## config.mk

```make
export PLATFORM = sky130hd
export DESIGN_NAME = rv32_alu_operand_stage
export DESIGN_NICKNAME = d
export VERILOG_FILES = /design/src/rtl/rv32_alu_operand_stage.sv
export SDC_FILE = /design/constraint.sdc
export NUM_CORES = 1
export LEC_CHECK = 0
export BUFFER_PORTS_ARGS = -buffer_cell sky130_fd_sc_hd__buf_2
export CAP_MARGIN = 10
export CORE_MARGIN = 2
export CORE_UTILIZATION = 30
export DETAILED_ROUTE_END_ITERATION = 10
export PLACE_DENSITY = 0.62
export SLEW_MARGIN = 25
export SYNTH_ARGS = -nofsm -noshare
export SYNTH_HDL_FRONTEND = slang
export SYNTH_SLANG_ARGS = --single-unit
export TNS_END_PERCENT = 1
```

## constraint.sdc

```tcl
create_clock -name clk -period 2 [get_ports clk]
set_clock_uncertainty 0.15 [all_clocks]
set_input_delay 0.3 -clock clk [delete_from_list [all_inputs] [get_ports clk]]
set_output_delay 0.3 -clock clk [all_outputs]
set_load 0.02 [all_outputs]
```

## src/rtl/rv32_alu_operand_stage.sv

```systemverilog
// RV32 operand-select stage: resolves EX/WB forwarding, muxes ALU operands,
// and holds the result in a one-entry valid/ready pipeline register.
module rv32_alu_operand_stage #(
   parameter int XLEN = 32
) (
   input  logic            clk,
   input  logic            reset,
   input  logic            in_valid,
   output logic            in_ready,
   input  logic [3:0]      in_alu_opsel,
   input  logic [4:0]      in_rs1_addr,
   input  logic [4:0]      in_rs2_addr,
   input  logic [XLEN-1:0] in_rs1_data,
   input  logic [XLEN-1:0] in_rs2_data,
   input  logic [XLEN-1:0] in_pc,
   input  logic [XLEN-1:0] in_imm,
   input  logic [1:0]      in_a_sel,
   input  logic            in_b_sel,
   input  logic [4:0]      in_rd,
   input  logic            fwd_ex_en,
   input  logic [4:0]      fwd_ex_rd,
   input  logic [XLEN-1:0] fwd_ex_data,
   input  logic            fwd_wb_en,
   input  logic [4:0]      fwd_wb_rd,
   input  logic [XLEN-1:0] fwd_wb_data,
   input  logic            flush,
   output logic            out_valid,
   input  logic            out_ready,
   output logic [3:0]      alu_opsel,
   output logic [XLEN-1:0] opA,
   output logic [XLEN-1:0] opB,
   output logic [4:0]      out_rd
);

   logic            capture;
   logic [XLEN-1:0] rs1_fwd;
   logic [XLEN-1:0] rs2_fwd;
   logic [XLEN-1:0] opa_next;
   logic [XLEN-1:0] opb_next;

   assign in_ready = !out_valid || out_ready;
   assign capture  = in_valid && in_ready && !flush;

   // EX beats WB; x0 is hardwired so it never takes a forwarded value.
   always_comb begin
      rs1_fwd = in_rs1_data;
      if (fwd_ex_en && (fwd_ex_rd == in_rs1_addr) && (in_rs1_addr != 5'd0))
         rs1_fwd = fwd_ex_data;
      else if (fwd_wb_en && (fwd_wb_rd == in_rs1_addr) && (in_rs1_addr != 5'd0))
         rs1_fwd = fwd_wb_data;

      rs2_fwd = in_rs2_data;
      if (fwd_ex_en && (fwd_ex_rd == in_rs2_addr) && (in_rs2_addr != 5'd0))
         rs2_fwd = fwd_ex_data;
      else if (fwd_wb_en && (fwd_wb_rd == in_rs2_addr) && (in_rs2_addr != 5'd0))
         rs2_fwd = fwd_wb_data;
   end

   always_comb begin
      opa_next = '0;
      case (in_a_sel)
         2'd0:    opa_next = rs1_fwd;
         2'd1:    opa_next = in_pc;
         default: opa_next = '0;
      endcase
      opb_next = in_b_sel ? in_imm : rs2_fwd;
   end

   // Data fields only move on capture, so a stalled entry stays frozen.
   always_ff @(posedge clk) begin
      if (reset) begin
         out_valid <= 1'b0;
         alu_opsel <= '0;
         opA       <= '0;
         opB       <= '0;
         out_rd    <= '0;
      end else if (flush) begin
         out_valid <= 1'b0;
      end else if (capture) begin
         out_valid <= 1'b1;
         alu_opsel <= in_alu_opsel;
         opA       <= opa_next;
         opB       <= opb_next;
         out_rd    <= in_rd;
      end else if (out_valid && out_ready) begin
         out_valid <= 1'b0;
      end
   end

endmodule

```

==> After elaboration in Yosys (flattened, before gate mapping) <==
Cells that the tools add are included.
{ "word_totals": {"ff_bits": 74, "in_bits": 231, "output_inout_bits": 75, "word_cells": 39} }
{ "classes": {"eq_ne": 5, "muxes": 8, "bitwise": 1, "reduce_logical": 20} }
{ "op_table": {"columns": ["operator", "count"], "rows": [
  ["32-bit 2-to-1 mux", 5],
  ["32-bit case mux with 2 select lines", 1],
  ["5-bit == test", 4],
  ["1-bit logical AND", 11],
  ["5-bit nonzero test", 2],
  ["2-bit by 1-bit == test with 1-bit output (second input constant)", 1],
  ["1-bit zero test", 2],
  ["2-bit zero test", 1],
  ["1-bit 2-to-1 mux", 2],
  ["2-bit AND reduction", 1],
  ["2-bit nonzero test", 1],
  ["2-bit OR reduction", 1],
  ["1-bit logical OR", 1],
  ["1-bit NOT", 1]
]} }

==> Depth between registers and ports, before layout <==
Gate-level depths: netlist (run 1).
{ "depth": {"word_depth": 6, "ltp_mapped": 7, "ltp_nobuf": 5} }

==> Worst setup path after synthesis (run 1) <==
No wires, ideal clock.
{ "synth_path": {"path_kind": "input -> register", "start": "in in_rs2_addr[1]", "end": "reg opB[10]", "setup_ps": 134, "t_arrival_ps": 1623, "required_ps": 1716, "path_slack_ps": 93, "cell_stages": 6, "path_buffers": 1, "cell_sequence": "or4_1 -> o211ai_2 -> nor2_1 -> buf_2 -> a221oi_1 -> o22ai_1"} }
{ "synth_via": {"elab_chain_cells": 6, "elab_cells_between_ends": 10, "cone_classes": "2 x eq/ne; 3 x mux; 5 x reduce/logical"} }
{ "synth_rtl": {"columns": ["element", "line", "text"], "rows": [
  ["start: declaration", "12", "input logic [4:0] in_rs2_addr,"],
  ["5-bit == test", "55", "else if (fwd_wb_en && (fwd_wb_rd == in_rs2_addr) && (in_rs2_addr != 5'd0))"],
  ["1-bit logical AND (2 in series)", "55", null],
  ["32-bit 2-to-1 mux", "55", null],
  ["32-bit 2-to-1 mux *", "53", "if (fwd_ex_en && (fwd_ex_rd == in_rs2_addr) && (in_rs2_addr != 5'd0))"],
  ["32-bit 2-to-1 mux *", "66", "opb_next = in_b_sel ? in_imm : rs2_fwd;"],
  ["end signal: assignment", "83", "opB <= opb_next;"],
  ["end: declaration", "31", "output logic [XLEN-1:0] opB,"]
]} }
Mark *: on every way between the ends. The rest lies on a longest branch, timed or not.
A chain may end at the register's enable or synchronous reset.

==> Final worst setup path (run 1) <==
{ "layout_path": {"start": "in in_rs1_addr[1]", "end": "reg opA[17]"} }
{ "layout_via": {"elab_chain_cells": 6, "elab_cells_between_ends": 10, "cone_classes": "2 x eq/ne; 3 x mux; 5 x reduce/logical"} }
{ "layout_rtl": {"columns": ["element", "line", "text"], "rows": [
  ["start: declaration", "11", "input logic [4:0] in_rs1_addr,"],
  ["5-bit == test", "49", "else if (fwd_wb_en && (fwd_wb_rd == in_rs1_addr) && (in_rs1_addr != 5'd0))"],
  ["1-bit logical AND (2 in series)", "49", null],
  ["32-bit 2-to-1 mux", "49", null],
  ["32-bit 2-to-1 mux *", "47", "if (fwd_ex_en && (fwd_ex_rd == in_rs1_addr) && (in_rs1_addr != 5'd0))"],
  ["32-bit case mux with 2 select lines *", "61", "case (in_a_sel)"],
  ["end signal: assignment", "82", "opA <= opa_next;"],
  ["end: declaration", "30", "output logic [XLEN-1:0] opA,"]
]} }
Marked as above.

==> impl_metrics.json, run 1 <==
{
  "status": "finished, violations left",
  "violations": "negative setup slack",
  "clk_latency_ns": 0.34,
  "timing.fmax_ghz": 0.496,
  "grt_pass1_wl_um": 33700,
  "p_leak_nw": 3.23,
  "ys_top_cells_by_area": "dfxtp_1 (31%), a221oi_1 (10%), o221ai_1 (10%)",
  "crit_type": "in2reg",
  "grt_max_degree": 81,
  "worstPathRequired_ns": 2.11,
  "period_needed_ns": 2.02,
  "num_antenna_cells": 0,
  "fin_total_pwr_w": 0.00451,
  "root_buffer": "clkbuf_16",
  "vias_per_cell": 5.87,
  "cts.htree.levels": 3,
  "final_cell_mix": "buf_2 (305), dfxtp_1 (74), a21oi_1 (73)",
  "wirelength_um": 23400,
  "relSlewSlack": 0.340,
  "arrival_ns": 2.13,
  "synth_nets": 807,
  "dr.pass1.iters": 5,
  "grt_overflow": 0,
  "synthCells": 576,
  "drtIter0Drc": 487,
  "ys_ff_latch": 74,
  "hold_viol_final": 0,
  "synth.cell_area_um2": 4760,
  "setup_ws_ns": -0.0163,
  "yosysTopAreaCellShare": 0.311,
  "critPathCaptureType": "register",
  "peakVddDrop_mv": 0.431,
  "via_count": 6326,
  "die_h_um": 130,
  "hpwlAfterDp_um": 16200,
  "rsz0062_at_grt": "true",
  "cts_buffers": 9,
  "syn_to_final_growth_pct": 48.8,
  "max_cap_violations": 0,
  "synth-seq-area-share": 0.311,
  "clkTransAtPathRegs_ns": 0.06,
  "layout-drive-gt1-share": 0.445,
  "gp_congestion": 0.824,
  "slew_viol_final": 0,
  "post_drt_wl_per_cell_um": 21.7,
  "antenna_found_initial": 1,
  "whs_ns": 0.0423,
  "power.density_nw_per_um2": 637,
  "grt_usage": 0.259,
  "worstMarginPinSlew_ns": 0.987,
  "die_w_um": 130,
  "crit_fanout": 16,
  "startpoint_type": "input pin",
  "start_util": 0.303,
  "setup_viol": 1,
  "yosys.area.top_type": "dfxtp_1",
  "final.period_utilization": 1.01,
  "grt_pass1_vias": 5908,
  "hp-class": "in2reg",
  "std_cell_rows": 46,
  "port-buffer-count": 305,
  "synth.avg_cell_area_um2": 8.26,
  "die-area_um2": 16900,
  "cts.sink_count": 74,
  "layout.nets": 1088,
  "ys_warn_count": 0,
  "drtAntennaViolNets": 0,
  "cts_tree": "built",
  "ys_types": 30,
  "pin_count": 306,
  "drc": 0,
  "coreArea_um2": 15700,
  "clock_path_buffers": 2,
  "final_common_cell": "buf_2"
}
-- state kept, by name (all words and copies together), names as in the netlist --
signal     flops
alu_opsel      4
out_valid      1
out_rd         5
opB           32
opA           32
-- cell type report --
class / count / area, µm²
clock inverters: 5 / 77.6
flip-flops and latches: 74 / 1480
well taps: 216 / 270
fillers: 1621 / 8630
multi-input cells: 429 / 3040
inverters: 2 / 7.51
clock buffers: 11 / 243
repair buffers: 341 / 1960
-- where the power goes --
| group | total (W) | switching [W] | leakage [nW] | internal, W |
|---|---|---|---|---|
| combinational | 0.00110 | 0.000610 | 2.48 | 0.000489 |
| sequential | 0.00161 | 0.0000553 | 0.604 | 0.00156 |
| clock | 0.00180 | 0.000678 | 0.156 | 0.00112 |
| total | 0.00451 | 0.00134 | 3.23 | 0.00317 |
-- synthesized netlist by cell type (all sizes together) --
master,n
and3,64
and2,32
nand3,2
nand2,21
xnor2,20
clkbuf,47
nor3,4
nand3b,1
dfxtp,74
nor2b,2
nand4,2
buf,25
or3,4
inv,2
o22ai,55
o211ai,2
a21oi,73
o221ai,55
or4,2
a221oi,64
nor2,15
nor3b,1
o32ai,9
-- path summary, 6_finish.rpt --
kind | from | end | slack [ns] | cells after the start
setup / recovery | in_rs1_addr[1] | opA[17]$_SDFFE_PP0P_ | -0.02 | 7
hold / removal | in_alu_opsel[2] | alu_opsel[2]$_SDFFE_PP0P_ | 0.04 | 3
setup reg to reg | out_valid$_SDFFE_PP0P_ | opA[27]$_SDFFE_PP0P_ | 0.11 | 6
hold reg to reg | alu_opsel[3]$_SDFFE_PP0P_ | alu_opsel[3]$_SDFFE_PP0P_ | 0.30 | 2
-- repair_timing --
| action | 4_1_cts | 5_1_grt |
|---|---|---|
| gates resized for setup | 0 | 13 |
| buffers inserted | 0 | 1 |
| endpoints found under the setup margin | 0 | 28 |
| hold buffers | 1 | 0 |
| hold endpoints to repair | 1 | 0 |
-- worst max-delay path, stage by stage --
cell and delay (ns):
buf_2 0.11, xnor2_1 0.27, o211ai_4 0.13, buf_12 0.16
nor2_2 0.74, a221oi_1 0.20, o22ai_1 0.21
-- metrics by stage --
stage	std cells	utilization	worst slack (ns)	TNS (ns)	area, µm²
2_1_floorplan	576	-	0.0930	0	4760
3_3_place_gp	1059	0.423	-0.295	-13.92	6650
3_5_place_dp	1059	0.423	-0.352	-15.47	6650
4_1_cts	1076	0.444	0.00658	0	6980
5_1_grt	1078	0.450	-0.0372	-0.175	7080
6_report	1078	0.450	-0.0163	-0.0163	7080
-- cells by family after synthesis --
| family | after synthesis | share of synthesized area |
|---|---|---|
| AO/OA/AOI/OAI | 258 | 0.399 |
| AND/OR/NAND/NOR | 150 | 0.179 |
| flip-flops | 74 | 0.311 |
| buffers and inverters | 74 | 0.0742 |
| XOR/XNOR | 20 | 0.0368 |
-- layer usage --
metal  up-vias  track usage  wire length [µm]
li1       2901            -                 -
met5         -            0                13
met3        54       0.0545              2200
met2       389        0.420             11000
met4         2        0.116               734
met1      2980        0.332              9430
No activity file was read; power rests on OpenSTA's default activity.
==> run 2: changes to the inputs <==
- CORE_MARGIN: 2 -> not set
- REMOVE_ABC_BUFFERS: not set -> 1
==> impl_metrics.json, run 2 (synthesis gave the netlist of run 1 again) <==
{
  "layout.nets": 1089,
  "post_drt_wl_per_cell_um": 19.8,
  "clock_path_buffers": 2,
  "via_count": 6300,
  "gp_congestion": 0.802,
  "final.period_utilization": 0.986,
  "coreArea_um2": 15300,
  "clkTransAtPathRegs_ns": 0.06,
  "crit_type": "in2reg",
  "dpl_worst_slack_ns": -0.271,
  "drtIter0Drc": 563,
  "startpoint_type": "input pin",
  "grt_max_degree": 75,
  "hold_viol_final": 0,
  "num_antenna_cells": 0,
  "dr.pass1.iters": 5,
  "utilization": 0.463,
  "wirelength_um": 21300,
  "final_common_cell": "buf_2",
  "rsz0062_at_grt": "true",
  "layout-drive-gt1-share": 0.440,
  "grt_overflow": 0,
  "vias_per_cell": 5.87,
  "max_cap_violations": 0,
  "grt_pass1_vias": 6002,
  "p_leak_nw": 3.25,
  "die-area_um2": 16400,
  "cts_buffers": 9,
  "drc": 0,
  "drtAntennaViolNets": 0,
  "std_cell_rows": 45,
  "final_cell_mix": "buf_2 (305), dfxtp_1 (74), a21oi_1 (73)",
  "clk_latency_ns": 0.33,
  "grt_usage": 0.248,
  "port-buffer-count": 305,
  "die_w_um": 128,
  "setup_viol": 0,
  "root_buffer": "clkbuf_16",
  "syn_to_final_growth_pct": 48.9,
  "largestRegisters": "opA: 32 flops, opB: 32 flops, out_rd: 5 flops",
  "relSlewSlack": 0.397,
  "timing.fmax_ghz": 0.507,
  "status": "finished clean",
  "arrival_ns": 2.05,
  "worstPathRequired_ns": 2.08,
  "hpwlAfterDp_um": 14900,
  "cts.sink_count": 74,
  "start_util": 0.311,
  "pin_count": 306,
  "cts.htree.levels": 3,
  "hp-class": "in2reg",
  "period_needed_ns": 1.97,
  "cts_tree": "built",
  "power.density_nw_per_um2": 636,
  "die_h_um": 128,
  "grt_pass1_wl_um": 31700,
  "setup_ws_ns": 0.0282,
  "slew_viol_final": 0,
  "antenna_found_initial": 0,
  "num-fill-cells": 1590,
  "worstMarginPinSlew_ns": 0.903,
  "critPathCaptureType": "register",
  "crit_fanout": 16,
  "hold_buffers": 0,
  "peakVddDrop_mv": 0.375
}
## run 2: worst paths after layout
| check | start | end | slack (ns) | cells past startpoint |
|---|---|---|---|---|
| setup / recovery | in_rs1_addr[2] | opA[20]$_SDFFE_PP0P_ | 0.03 | 7 |
| hold / removal | flush | out_valid$_SDFFE_PP0P_ | 0.02 | 2 |
| setup reg to reg | out_valid$_SDFFE_PP0P_ | opA[20]$_SDFFE_PP0P_ | 0.10 | 6 |
| hold reg to reg | alu_opsel[2]$_SDFFE_PP0P_ | alu_opsel[2]$_SDFFE_PP0P_ | 0.30 | 2 |
## run 2: power breakdown
group | switching, W | internal (W)
logic | 0.000587 | 0.000489
clock network | 0.000688 | 0.00113
registers | 0.0000579 | 0.00156
## run 2: layout make-up
class / instances / area (µm²) / area share
well taps: 211 / 264 / 0.0373
multi-input cells: 429 / 3000 / 0.424
clock buffers: 10 / 239 / 0.0337
inverters: 2 / 7.51 / 0.00106
repair buffers: 342 / 2000 / 0.283
clock inverters: 6 / 88.8 / 0.0125
flip-flops and latches: 74 / 1480 / 0.209
## run 2: worst max-delay path, stage by stage
cell and delay (ns):
buf_2 0.12, or4_4 0.55, o211ai_4 0.31, or3_4 0.21, buf_12 0.16, a221oi_2 0.08, o32ai_1 0.31
## run 2: through the flow
stage | hold WS [ns] | setup TNS [ns] | area [µm²] | total power (W) | instances
6_report | 0.0201 | 0 | 7090 | 0.00451 | 1074
5_1_grt | 0.00536 | -0.202 | 7090 | 0.00469 | 1074
4_1_cts | 0.000375 | 0 | 7060 | 0.00452 | 1073
3_5_place_dp | 0.294 | -13.11 | 6730 | 0.00270 | 1057
3_3_place_gp | 0.290 | -11.38 | 6730 | 0.00269 | 1057
2_1_floorplan | 0.219 | -383.16 | 4410 | 0.00212 | 504
## run 2: metal layers
metal,vias up,track usage,wire (µm)
li1,2892,-,-
met1,2990,0.302,8610
met2,380,0.438,10600
met3,38,0.0518,1780
met4,0,0.0706,359
met5,-,0,0
## run 2: timing repair
item | 4_1_cts | 5_1_grt
gates cloned | 0 | 1
gates resized for setup | 1 | 4
endpoints found under the setup margin | 1 | 4
setup buffers | 0 | 0
pin swaps | 0 | 3
==> run 3: changes to the inputs <==
- PLACE_DENSITY: 0.62 -> not set
==> impl_metrics.json, run 3 (synthesis gave the netlist of run 1 again) <==
{
  "status": "finished clean",
  "r2r_slack_ns": 0.15,
  "drtAntennaViolNets": 0,
  "combPwrFrac": 0.242,
  "gp_congestion": 0.821,
  "cts_tree": "built",
  "relSlewSlack": 0.368,
  "grt_usage": 0.250,
  "seq_power_share": 0.365,
  "grt_pass1_vias": 5980,
  "antenna_found_initial": 1,
  "slew_viol_final": 0,
  "whs_ns": 0.0457,
  "die_w_um": 128,
  "worstPathRequired_ns": 2.07,
  "dpl_worst_slack_ns": -0.233,
  "cts.htree.levels": 3,
  "cts_buffers": 9,
  "worstMarginPinSlew_ns": 0.946,
  "clk_latency_ns": 0.34,
  "endpoint": "opA[22]$_SDFFE_PP0P_",
  "root_buffer": "clkbuf_16",
  "hold_viol_final": 0,
  "tns_ns": 0,
  "r2r_start": "out_valid$_SDFFE_PP0P_",
  "timing.fmax_ghz": 0.534,
  "crit_fanout": 16,
  "num_antenna_cells": 0,
  "post_drt_wl_per_cell_um": 19.3,
  "final_cell_mix": "buf_2 (305), dfxtp_1 (74), a21oi_1 (73)",
  "arrival_ns": 1.94,
  "wirelength_um": 21000,
  "clkPwrFrac": 0.392,
  "hpwlAfterDp_um": 15300,
  "critPathLaunch": "in_rs1_addr[2]",
  "internal_power_w": 0.00309,
  "cts.sink_count": 74,
  "vias_per_cell": 5.70,
  "final_common_cell": "buf_2",
  "grt_max_degree": 77,
  "clkTransAtPathRegs_ns": 0.06,
  "grt_pass1_wl_um": 31800,
  "port-buffer-count": 305,
  "layout-drive-gt1-share": 0.444,
  "cts_setup_buffers": 0,
  "dr.pass1.iters": 5,
  "switching_power_w": 0.00133,
  "setup_ws_ns": 0.128,
  "wl_met2_um": 10100,
  "via_count": 6179,
  "highest_layer": "met5",
  "power.density_nw_per_um2": 621,
  "switching_share": 0.300,
  "die_h_um": 128,
  "critPathCaptureType": "register",
  "std_cell_rows": 45,
  "reg2reg_depth": 5,
  "layout.nets": 1099,
  "period_needed_ns": 1.87,
  "pin_count": 306,
  "drc": 0,
  "p_leak_nw": 3.28,
  "hp-class": "in2reg",
  "drtIter0Drc": 432,
  "syn_to_final_growth_pct": 49.5,
  "clock_path_buffers": 2,
  "met3WireLength_um": 1780,
  "rsz0062_at_grt": "false",
  "r2r-end": "opA[31]$_SDFFE_PP0P_",
  "die-area_um2": 16400,
  "grt_overflow": 0,
  "setup_viol": 0,
  "crit_type": "in2reg",
  "largestRegisters": "opA: 32 flops, opB: 32 flops, out_rd: 5 flops",
  "start_util": 0.311,
  "startpoint_type": "input pin",
  "peakVddDrop_mv": 0.366,
  "final.period_utilization": 0.936,
  "coreArea_um2": 15300,
  "wl_met1_um": 8430,
  "max_cap_violations": 0
}
[run 3: layout make-up]
type / count / area, µm²
fillers: 1576 / 8200
clock inverters: 5 / 61.3
inverters: 2 / 7.51
clock buffers: 11 / 253
repair buffers: 353 / 2070
flip-flops and latches: 74 / 1480
multi-input cells: 428 / 2980
well taps: 211 / 264
[run 3: metal layers]
layer | global-route usage | vias to the layer above
met4 | 0.117 | 4
met3 | 0.0580 | 47
met5 | 0 | -
met2 | 0.426 | 358
met1 | 0.297 | 2854
li1 | - | 2916
[run 3: worst min path at each step]
stage,startpoint,end,slack (ns),cells after the start
2_1_floorplan,reset,alu_opsel[0]$_SDFFE_PP0P_,0.22,1
3_3_place_gp,out_rd[3]$_SDFFE_PP0P_,out_rd[3]$_SDFFE_PP0P_,0.29,2
3_5_place_dp,out_rd[4]$_SDFFE_PP0P_,out_rd[4]$_SDFFE_PP0P_,0.29,2
4_1_cts,in_rd[1],out_rd[1]$_SDFFE_PP0P_,0.03,3
5_1_grt,in_rd[3],out_rd[3]$_SDFFE_PP0P_,0.03,3
6_report,in_rd[4],out_rd[4]$_SDFFE_PP0P_,0.05,3
[run 3: repair_timing]
action                                  4_1_cts  5_1_grt
hold endpoints to repair                      1        0
hold buffers                                  1        0
pin swaps                                     0        0
gates resized for setup                       1        2
endpoints found under the setup margin        9       10
[run 3: stage by stage]
stage	power, W	area, µm²	util	instances
2_1_floorplan	0.00212	4410	-	504
3_3_place_gp	0.00271	6780	0.442	1067
3_5_place_dp	0.00271	6780	0.442	1067
4_1_cts	0.00446	7100	0.464	1084
5_1_grt	0.00462	7110	0.464	1084
6_report	0.00442	7110	0.464	1084
[run 3: critical path, cell delays in order]
cell and delay, ns:
buf_2 0.12, or4_4 0.54, o211ai_2 0.23, nor2_4 0.14
buf_12 0.18, a221oi_1 0.29, o22ai_1 0.13
[run 3: power groups by stage]
| stage | Sequential [W] | Combinational (W) | Clock (W) |
|---|---|---|---|
| after floorplan | 0.00174 | 0.000381 | 0 |
| after global placement | 0.00164 | 0.00106 | 0 |
| after detailed placement | 0.00164 | 0.00106 | 0 |
| after CTS | 0.00161 | 0.00107 | 0.00178 |
| after global routing | 0.00162 | 0.00115 | 0.00185 |
| final | 0.00161 | 0.00107 | 0.00173 |
